===== config.mk =====
export PLATFORM = sky130hd
export DESIGN_NAME = addsub_pipe
export DESIGN_NICKNAME = d
export VERILOG_FILES = /design/src/rtl/addsub_pipe.sv
export SDC_FILE = /design/constraint.sdc
export NUM_CORES = 1
export LEC_CHECK = 0
export CORE_MARGIN = 1
export CORE_UTILIZATION = 34
export DETAILED_ROUTE_END_ITERATION = 6
export SYNTH_ARGS = -nofsm -noshare
export SYNTH_HDL_FRONTEND = slang
export SYNTH_SLANG_ARGS = --single-unit

===== constraint.sdc =====
create_clock -name clk -period 5 [get_ports clk]
set_input_delay 0.5 -clock clk [delete_from_list [all_inputs] [get_ports clk]]
set_output_delay 0.5 -clock clk [all_outputs]
set_load 0.03 [all_outputs]

===== src/rtl/addsub_pipe.sv =====
// ---------------------------------------------------------------------------
// addsub_pipe -- carry-pipelined adder/subtractor with C/V/Z/N flags.
//
// Operands are cut into NSEG = WIDTH/SEG_W segments. Stage k resolves
// segment k-1 with a G/P lookahead (addsub_seg) and registers its carry
// for the next stage. No carry ripples across segment boundaries within a
// cycle. Operand bits not yet consumed and result segments already produced
// travel forward with the carry, so the last stage holds the full result.
// Flags are computed as the last segment is resolved and are registered
// together with the result.
//
// Flow control is a global stall: every stage advances together when the
// output is empty or being taken (advance = !out_valid || out_ready).
//
// Ports:
//   clk, rst              clock, synchronous active-high reset
//   in_valid / in_ready   operation handshake (a, b, cin, op sampled on accept)
//   a, b                  WIDTH-bit operands
//   cin                   carry/borrow-in, used only by ADC/SBB
//   op                    00 ADD, 01 SUB, 10 ADC, 11 SBB
//   out_valid / out_ready result handshake
//   result                WIDTH-bit sum/difference
//   flag_c/v/z/n          carry (1 = no borrow on subtract), overflow, zero, sign
// ---------------------------------------------------------------------------

// One SEG_W-bit lookahead group. Every carry is a flat sum of products of
// generate/propagate terms and the group carry-in, so there is no internal
// ripple chain. o_cm is the carry into the top bit of the group, which the
// last segment needs for signed overflow.
module addsub_seg #(
  parameter int SEG_W = 4
) (
  input  logic [SEG_W-1:0] i_a,
  input  logic [SEG_W-1:0] i_b,
  input  logic             i_ci,
  output logic [SEG_W-1:0] o_s,
  output logic             o_co,
  output logic             o_cm
);
  logic [SEG_W-1:0] w_g, w_p;
  logic [SEG_W:0]   w_c;
  logic             w_term_g, w_term_p;

  // c[i+1] = g[i] | p[i]g[i-1] | p[i]p[i-1]g[i-2] | ... | p[i..0]ci
  always_comb begin
    w_g      = i_a & i_b;
    w_p      = i_a ^ i_b;
    w_c      = '0;
    w_c[0]   = i_ci;
    w_term_g = 1'b0;
    w_term_p = 1'b0;
    for (int i = 0; i < SEG_W; i++) begin
      w_term_g = w_g[i];
      w_term_p = w_p[i];
      for (int j = i - 1; j >= 0; j--) begin
        w_term_g = w_term_g | (w_term_p & w_g[j]);
        w_term_p = w_term_p & w_p[j];
      end
      w_c[i+1] = w_term_g | (w_term_p & i_ci);
    end
  end

  assign o_s  = w_p ^ w_c[SEG_W-1:0];
  assign o_co = w_c[SEG_W];
  assign o_cm = w_c[SEG_W-1];
endmodule

module addsub_pipe #(
  parameter int WIDTH = 16,
  parameter int SEG_W = 4
) (
  input  logic             clk,
  input  logic             rst,
  input  logic             in_valid,
  output logic             in_ready,
  input  logic [WIDTH-1:0] a,
  input  logic [WIDTH-1:0] b,
  input  logic             cin,
  input  logic [1:0]       op,
  output logic             out_valid,
  input  logic             out_ready,
  output logic [WIDTH-1:0] result,
  output logic             flag_c,
  output logic             flag_v,
  output logic             flag_z,
  output logic             flag_n
);
  // Pipeline depth; guarded so a bad SEG_W reaches the error below instead
  // of a divide-by-zero.
  localparam int NSEG = (SEG_W > 0) ? WIDTH / SEG_W : 1;

  generate
    if (SEG_W < 1) begin : g_err_segw
      $error("addsub_pipe: SEG_W must be >= 1");
    end else if (WIDTH % SEG_W != 0) begin : g_err_width
      $error("addsub_pipe: WIDTH must be a multiple of SEG_W");
    end
  endgenerate

  // Control
  logic            w_adv, w_acc;
  logic [NSEG-1:0] r_vld_pipe;   // r_vld_pipe[k]: stage k+1 holds an op
  logic [NSEG-1:0] w_vin;        // valid arriving at stage k+1 on advance

  // Effective operands for segment 0
  logic [WIDTH-1:0] w_b_eff;
  logic             w_c0;

  // Segment k inputs/outputs. Index k of the r_* arrays is the register
  // feeding segment k (index 0 is fed straight from the ports).
  logic [WIDTH-1:0] w_ain [NSEG];
  logic [WIDTH-1:0] w_bin [NSEG];
  logic [WIDTH-1:0] w_sin [NSEG];
  logic [WIDTH-1:0] w_sout[NSEG];
  logic [NSEG-1:0]  w_ci, w_co;
  logic [NSEG-1:0][SEG_W-1:0] w_s;
  logic             w_cm  [NSEG];

  logic [WIDTH-1:0] r_a [NSEG];
  logic [WIDTH-1:0] r_b [NSEG];
  logic [WIDTH-1:0] r_s [NSEG];
  logic             r_c [NSEG];

  // Final stage
  logic [WIDTH-1:0] r_result;
  logic             r_fc, r_fv, r_fz, r_fn;

  assign w_adv    = !r_vld_pipe[NSEG-1] || out_ready;
  assign in_ready = w_adv && !rst;
  assign w_acc    = in_valid && in_ready;

  // SUB/SBB invert B; carry-in is 0/1 for ADD/SUB and cin for ADC/SBB.
  assign w_b_eff = op[0] ? ~b : b;
  assign w_c0    = op[1] ? cin : op[0];

  always_comb begin
    w_vin[0] = w_acc;
    w_ain[0] = a;
    w_bin[0] = w_b_eff;
    w_sin[0] = '0;
    w_ci[0]  = w_c0;
    for (int k = 1; k < NSEG; k++) begin
      w_vin[k] = r_vld_pipe[k-1];
      w_ain[k] = r_a[k];
      w_bin[k] = r_b[k];
      w_sin[k] = r_s[k];
      w_ci[k]  = r_c[k];
    end
  end

  // Partial result: lower segments from earlier stages plus this one.
  always_comb begin
    for (int k = 0; k < NSEG; k++) begin
      w_sout[k] = w_sin[k];
      w_sout[k][k*SEG_W +: SEG_W] = w_s[k];
    end
  end

  generate
    for (genvar k = 0; k < NSEG; k++) begin : g_seg
      addsub_seg #(.SEG_W(SEG_W)) u_seg (
        .i_a  (w_ain[k][k*SEG_W +: SEG_W]),
        .i_b  (w_bin[k][k*SEG_W +: SEG_W]),
        .i_ci (w_ci[k]),
        .o_s  (w_s[k]),
        .o_co (w_co[k]),
        .o_cm (w_cm[k])
      );
    end
  endgenerate

  // Datapath between stages. Carries no reset: a register is only ever
  // observed behind a valid bit, and the valid bits are cleared on reset.
  always_ff @(posedge clk) begin
    if (w_adv) begin
      for (int k = 0; k < NSEG - 1; k++) begin
        r_a[k+1] <= w_ain[k];
        r_b[k+1] <= w_bin[k];
        r_s[k+1] <= w_sout[k];
        r_c[k+1] <= w_co[k];
      end
    end
  end

  // Valid shift register and output stage. The output registers only load
  // on a real op, so a bubble leaves the last result (or the reset zeros)
  // in place while out_valid is low.
  always_ff @(posedge clk) begin
    if (rst) begin
      r_vld_pipe <= '0;
      r_result   <= '0;
      r_fc       <= 1'b0;
      r_fv       <= 1'b0;
      r_fz       <= 1'b0;
      r_fn       <= 1'b0;
    end else if (w_adv) begin
      r_vld_pipe <= w_vin;
      if (w_vin[NSEG-1]) begin
        r_result <= w_sout[NSEG-1];
        r_fc     <= w_co[NSEG-1];
        r_fv     <= w_cm[NSEG-1] ^ w_co[NSEG-1];
        r_fz     <= ~|w_sout[NSEG-1];
        r_fn     <= w_sout[NSEG-1][WIDTH-1];
      end
    end
  end

  assign out_valid = r_vld_pipe[NSEG-1];
  assign result    = r_result;
  assign flag_c    = r_fc;
  assign flag_v    = r_fv;
  assign flag_z    = r_fz;
  assign flag_n    = r_fn;
endmodule


# Word level (Yosys, flattened, before mapping)

Memory sizes are Yosys's and may differ from the RTL's.
Cells that the tools add are included.

Multiplexer cells: 4
Bitwise gates (word level): 118
Reductions and logical operators: 8

Operator list:

| kind                | count |
|---|---|
| 1-bit bitwise AND   | 64 |
| 1-bit bitwise OR    | 40 |
| 4-bit XOR           | 8 |
| 4-bit bitwise AND   | 4 |
| 16-bit two-way mux  | 1 |
| 16-bit inverter     | 1 |
| 16-bit OR reduction | 1 |
| 1-bit zero test     | 3 |
| 1-bit two-way mux   | 3 |
| 1-bit logical AND   | 2 |
| 2-bit AND reduction | 1 |
| 1-bit logical OR    | 1 |
| 1-bit XOR           | 1 |

Flip-flop bits (word level): 24
Bits in writable memories: 196
Logic and storage cells: 140
Memories kept: 4

Memories:

| name | depth | width | read ports | clocked after Yosys merged registers in | wr ports | RTL line | RTL |
|---|---|---|---|---|---|---|---|
| r_a  | 4     | 16    | 3          | 0                                       | 3        | 119      | `logic [WIDTH-1:0] r_a [NSEG];` |
| r_b  | 4     | 16    | 3          | 0                                       | 3        | 120      | `logic [WIDTH-1:0] r_b [NSEG];` |
| r_s  | 4     | 16    | 3          | 0                                       | 3        | 121      | `logic [WIDTH-1:0] r_s [NSEG];` |
| r_c  | 4     | 1     | 3          | 0                                       | 3        | 122      | `logic r_c [NSEG];` |

# Depth between registers and ports, before layout

Gate-level depths: netlist of the first run.
An unclocked memory read counts as a cell.

Depth in word-level cells: 9
Depth in mapped cells: 8
Mapped depth without buffers: 6

# Modules after synthesis

From an unflattened synthesis of the first run, not the netlist that was laid out.

Cell total of the unflattened synthesis: 262
Area, all modules: 4058.9 sq um

Modules (own cells, without submodules):

| module      | instances | cells each | area each (sq um) | seq. area each (sq um) |
|---|---|---|---|---|
| addsub_pipe | 1         | 206        | 3498.4            | 2712.6 |
| addsub_seg  | 4         | 14         | 140.1             | 0.0 |

# Worst setup path after synthesis of the first run

OpenSTA, ideal clock, no wires.

Path type: flip-flop to flip-flop
Start point: reg r_vld_pipe[3]
End point: reg r_fz, in the netlist flag_z
Setup time: 0.061 ns
Arrival time: 2.141 ns
Required time: 4.939 ns
Path slack: 2.798 ns
Stages on the path, launching flop included: 6
Path buffers: 0
Cell sequence: dfxtp_1 nor2b_4 inv_2 nand2_2 nor4_1 a32o_1

Word-level cells in the longest chain between the ends: 3

RTL lines:

| element                       | RTL line | RTL |
|---|---|---|
| start: declaration            | 102      | `logic [NSEG-1:0] r_vld_pipe;` |
| start signal: assignment      | 197      | `r_vld_pipe <= w_vin;` |
| 1-bit zero test               | 128      | `assign w_adv = !r_vld_pipe[NSEG-1] \|\| out_ready;` |
| 1-bit logical OR              | 128      |  |
| 2-bit AND reduction (no line) | --       |  |
| end signal: assignment        | 202      | `r_fz <= ~\|w_sout[NSEG-1];` |
| end: declaration              | 126      | `logic r_fc, r_fv, r_fz, r_fn;` |

Every way passes these cells.
A chain may end at the register's enable or synchronous reset.

==> summary.md, run 1 <==
| Metric | Value |
|---|---|
| Yosys top cell area share | between 50% and 60% |
| CTS Buf Count | 9 |
| Filler cells | 997 |
| Slowest-stage cell, CP | clkdlybuf4s50_1 |
| Share of cells above drive strength 1 | 7.418% |
| Clock Skew | 0.009148 ns |
| Fin crit share | 50.98% |
| Worst Tran Pin Value | around 0.9 ns |
| Antenna cell count | 0 |
| Drt pass-1 iters | 4 |
| Critical Path Fanout Max | 17 |
| Final setup slack of the worst path | 2.451 ns |
| Fmax | 392.3 MHz |
| Status | completed |
| Clk Latency, worst-skew pair | 0.34 ns |
| Number of vias per cell | ~4.5 |
| Worst Path Buf+Inv | 1 |
| Max Slew Vio Count | 0 |
| Hold-fix buffers at CTS | 0 |
| Die H | 108.8 um |
| Hold endpoint | r_s[0][50] |
| PortBufs | 60 |
| Final nets | 391 |
| Synthesized Nets | 326 |
| Max_slew headroom | between 30% and 40% |
| Placed Area | roughly 4600 sq um |
| Clk buf depth | 2 |
| DRT antenna net count | 0 |
| Setup Crit Path Kind | input port to flip-flop |
| Post-Route WL | 5.759 mm |
| Number of global-route vias before repair | between 2000 and 2500 |
| CP top delay family | buffers and inverters |
| CP Launch Type | input port |
| Synth-to-Final Area Change | 27.64% |
| Die area | 11830 sq um |
| Max IR drop VDD | around 160 uV |
| Ys flop type | edfxtp_1 |
| Final core area utilization | a little under half |
| Top post-synthesis cells by area | edfxtp_1, dfxtp_1, ha_1 |
| Root buffer cell | clkbuf_16 |
| Initial DRC count | a little over 60 |
| Worst hold slack | 0.4154 ns |
| Die Span X | ~110 um |
| Finished Cell Area | 4946 sq um |
| Initial antenna violation count | 0 |
| GRT overflow | 0 |
| Post-synth EDFFs | 75 |
| Initial Utilization | 35.28% |
| Final GP Congestion | roughly 0.75 |
| #FFs+latches synth | 98 |
| First-pass GRT wire length | ~9.4 mm |
| Setup bufs post-CTS | 0 |
| Routed WL per cell | 12.07 um |
| Netlist cell types | 35 |
| R2R depth | 5 |
| Minimum clock period after layout | 2.549 ns |
| Commonest non-fill, non-tap cell in the layout | edfxtp_1 |
| Worst path max stage delay | between 0.8 and 0.9 ns |
| CTS resizes | 0 |
| Largest net degree at the start of global routing | between 70 and 80 |
| Clk sinks | 98 |
| Core Box Area | 10980 sq um |
| Post-synthesis cell area | 3875 sq um |
| Worst Path Arrival | between 2 and 3 ns |
| Worst-path cell chain | clkdlybuf4s50_1 > xor2_1 > ha_1 > o21a_1 > a21oi_1 > o21bai_1 |
| RSZ-0062 raised after global routing | no |
| H-Tree Depth | 3 |
| Syn Inst Count | 267 |
| Hold WC Path Type | flip-flop to flip-flop |
| GRT Overall Usage | 10.83% |
| Asr flop ratio synth | 0% |
| Min-delay src | r_s[0][34] |
| Average size of a mapped cell | about 15 sq um |
| Hold depth | 0 |
| Final setup viols | 0 |
| Post-DP HPWL | 3.956 mm |
| Clock-pin transition on the worst setup and hold timing paths | approximately 0.070 ns |
| CTS tree | built |
| R2R Setup Slk | 3.26 ns |
| Most frequent cells in the layout | edfxtp_1, clkdlybuf4s50_1, nand2_1, a21oi_1, dfxtp_1 |
| Cell taking the most area after synthesis | edfxtp_1 |
| CP required | 5.08 ns |
| Worst slack, placed | ~2.0 ns |
| Max Cap Violations | 0 |
| FF-to-FF Start | r_b[0][60] |
| Worst Setup End Kind | flip-flop |
| Setup TNS | 0 ns |
| Sequential area share after synthesis | around 70% |
| Leak | 1.854 nW |
| I/O Pins | 61 |
| # DRC | 0 |
| Final hold viol count | 0 |
| Power Dens Cells | 410.4 nW/um^2 |
| # rows | 38 |
| Number of synthesis warnings | 0 |
| Vias | roughly 2100 |
| Reg2reg end | flag_z |
[routing by layer]
| layer | vias up | track usage, % | wire [um] |
|---|---|---|---|
| li1 | 1086 | - | - |
| met1 | 970 | 13.92 | 2662 |
| met2 | 66 | 16.23 | 2693 |
| met3 | 10 | 2.271 | 264 |
| met4 | 0 | 7.819 | 138 |
| met5 | - | 0 | 0 |
[report_power, final]
| group | total, mW | leakage, nW | switching [mW] | internal, mW |
|---|---|---|---|---|
| Combinational | 0.203 | 0.713 | 0.0990 | 0.104 |
| Clock | 0.776 | 0.162 | 0.288 | 0.488 |
| Sequential | 1.05 | 0.979 | 0.0442 | 1.01 |
[per-stage QoR]
step | instances | power [mW]
6_report | 477 | 2.030
5_1_grt | 477 | 2.116
4_1_cts | 477 | 2.055
3_5_place_dp | 461 | 1.275
3_3_place_gp | 461 | 1.269
2_1_floorplan | 267 | 1.191
[worst max path at each step]
stage | start | end | depth (start not counted)
finish | op[0] | r_c[0][1] | 6
global route | op[0] | r_s[0][19] | 6
CTS | op[0] | r_s[0][19] | 6
detailed placement | op[0] | r_s[0][19] | 6
global placement | op[0] | r_s[0][19] | 6
floorplan | r_vld_pipe[3] | flag_z | 5
[flip-flops by register name, summed over array words and instances (netlist names)]
register    cells
r_a            24
r_b            24
r_s            24
result         16
r_vld_pipe      4
r_c             3
flag_c          1
flag_v          1
flag_z          1
[cells by family (layout without fill, tap and decap cells)]
| group | count (synthesis) | in the layout | share of synthesized area [%] |
|---|---|---|---|
| mux | 2 | 2 | 0.5166 |
| fa+ha+maj | 20 | 20 | 7.233 |
| xor+xnor | 25 | 25 | 5.651 |
| flops | 98 | 98 | 70.00 |
| compound gates | 46 | 46 | 7.330 |
| buf+inv | 17 | 87 | 2.454 |
| simple gates | 59 | 59 | 6.813 |
[synth_stat cells (3+ instances only)]
cell	count
a21oi_1	24
inv_1	8
xnor2_1	4
dfxtp_1	23
xor2_1	21
o21bai_1	5
nor2_1	10
o21ai_0	4
buf_6	3
fa_1	4
nor4_1	4
ha_1	16
edfxtp_1	75
nand2_1	36
a21o_1	5
[worst reg2reg max path: cells and delay by family (launching register included)]
kind            cells  cell delay (ns)
fa+ha+maj           1             0.33
compound gates      4             0.89
flops               1             0.42
[layout make-up]
class | count | area [sq um] | share of cell area [%]
multi-input cells | 152 | 1067 | 21.58
clock inverters | 7 | 116.4 | 2.353
inverters | 9 | 33.78 | 0.6830
repair buffers | 62 | 615.6 | 12.45
clock buffers | 9 | 225.2 | 4.554
flip-flops and latches | 98 | 2713 | 54.84
well taps | 140 | 175.2 | 3.542
(Power assumes the default switching activity.)
==> run 2: changes to the inputs <==
==> constraint.sdc (replaced) <==
create_clock -name clk -period 2.1 [get_ports clk]
set_input_delay 0.21 -clock clk [delete_from_list [all_inputs] [get_ports clk]]
set_output_delay 0.21 -clock clk [all_outputs]
set_load 0.03 [all_outputs]
==> summary.md, run 2 (synthesis gave the netlist of run 1 again) <==
| Metric | Value |
|---|---|
| Number of global-route vias before repair | 2166 |
| Finished Cell Area | approximately 5000 sq um |
| CP Launch Type | flip-flop |
| RSZ-0062 raised after global routing | no |
| Hold-fix buffers at CTS | 0 |
| CTS resizes | 0 |
| Initial Utilization | 35.28% |
| Final setup viols | 0 |
| Largest net degree at the start of global routing | 76 |
| Share of cells above drive strength 1 | around 8% |
| Max IR drop VDD | 466.0 uV |
| Final GP Congestion | 0.7913 |
| Worst hold slack | 0.4168 ns |
| Core Box Area | roughly 11000 sq um |
| Critical Path Fanout Max | 2 |
| Gr busiest metal | met2 |
| Minimum clock period after layout | 1.780 ns |
| GRT overflow | 0 |
| Met1 GRT Util | 13.77% |
| # rows | 38 |
| Antenna cell count | 0 |
| Power Dens Cells | around 940 nW/um^2 |
| Post-Route WL | 5.935 mm |
| H-Tree Depth | 3 |
| Overall Power | 4.676 mW |
| Commonest non-fill, non-tap cell in the layout | edfxtp_1 |
| Final hold viol count | 0 |
| Biggest regs | r_a (24), r_b (24), r_s (24) |
| Initial antenna violation count | 0 |
| Clock Skew | 0.006811 ns |
| GRT Overall Usage | 10.94% |
| Routed WL per cell | 12.34 um |
| CTS Buf Count | 9 |
| P_sw | about 0.98 mW |
| PortBufs | 60 |
| Drt pass-1 iters | 4 |
| DRT antenna net count | 0 |
| Max Slew Vio Count | 0 |
| Die Span X | about 110 um |
| I/O Pins | 61 |
| Reg power frac | 53.5% |
| Switching Share | 21.06% |
| Worst Tran Pin Value | 0.6360 ns |
| Worst Path Arrival | 2.05 ns |
| Post-DP HPWL | roughly 4.2 mm |
| Number of vias per cell | 4.437 |
| CP required | 2.37 ns |
| Clk Latency, worst-skew pair | 0.33 ns |
| Initial DRC count | 75 |
| CTS tree | built |
| Worst Setup End Kind | flip-flop |
| Combinational Power Share | between 10% and 20% |
| Fmax | 561.9 MHz |
| Final nets | around 400 |
| Clock-pin transition on the worst setup and hold timing paths | 0.06 ns |
| Clock power share | around 36% |
| Max Cap Violations | 0 |
| Max_slew headroom | between 50 and 60% |
| Hold WC Path Type | flip-flop to flip-flop |
| Leak | 1.870 nW |
| Status | completed |
| Setup TNS | 0 ns |
| Fin crit share | 84.74% |
| Clk buf depth | 2 |
| Clk sinks | 98 |
| Most frequent cells in the layout | edfxtp_1, clkdlybuf4s50_1, nand2_1, a21oi_1, dfxtp_1 |
| Filler cells | 999 |
| Synth-to-Final Area Change | 27.93% |
| Met2 usage | approximately 17% |
| P_int | 3.691 mW |
| Vias | approximately 2100 |
| Setup bufs post-CTS | 0 |
| M3 GR Usage | 2.809% |
| Die area | roughly 12000 sq um |
| Placed Area | 4647 sq um |
| First-pass GRT wire length | 9.735 mm |
| Die H | 108.8 um |
| Root buffer cell | clkbuf_16 |
| # DRC | 0 |
| Setup Crit Path Kind | flip-flop to flip-flop |
==> run 2: cell count changes in the layout (fill, tap and decap cells not counted), sizes merged <==
cell	previous run	this run
clkinv	1	2
clkdlybuf4s50	60	59
clkinvlp	2	0
bufinv	3	2
buf	2	7
clkbuf	9	11
==> run 2: area by class of cell <==
class                      instances  area [sq um]  area share (%)
tap                              140         175.2           3.534
multi-input combinational        152          1067           21.53
clock buffer                      11         232.7           4.695
timing repair buffer              66         655.6           13.23
inverter                           9         36.28          0.7320
sequential                        98          2713           54.72
clock inverter                     5         77.57           1.565
==> run 2: path summary, 6_finish.rpt <==
kind | slack [ns] | depth (start not counted) | to | start
min reg2reg | 0.42 | 0 | r_s[0][53] | r_s[0][37]
max reg2reg | 0.32 | 5 | flag_z | r_a[0][60]
min | 0.42 | 0 | r_s[0][53] | r_s[0][37]
max | 0.32 | 5 | flag_z | r_a[0][60]
==> run 2: critical path, cell delays in order, from the launching register on <==
cell and delay (ns):
edfxtp_1 0.44, fa_1 0.51, nor4_1 0.18, nand2_1 0.09, nor4_1 0.32, a32o_1 0.18
==> run 2: routing by layer <==
layer  up-vias  wire, um
met5         -         0
met4         0        69
met3         4       285
met2        57      2756
met1       980      2823
li1       1093         -
==> run 2: power groups by stage <==
stage / clock [mW] / combinational (mW) / sequential (mW)
final: 1.68 / 0.490 / 2.50
after global routing: 1.82 / 0.550 / 2.53
after floorplan: 0 / 0.301 / 2.53
after detailed placement: 0 / 0.495 / 2.55
after global placement: 0 / 0.488 / 2.54
after CTS: 1.73 / 0.499 / 2.50
==> run 2: per-stage QoR <==
stage | instances | worst slack (ns) | utilization (%)
final | 481 | 0.3204 | 45.14
after global routing | 481 | 0.1695 | 45.14
after CTS | 481 | 0.3285 | 45.14
after detailed placement | 465 | -0.01853 | 42.31
after global placement | 465 | 0.05037 | 42.31
after floorplan | 267 | 0.2837 | -
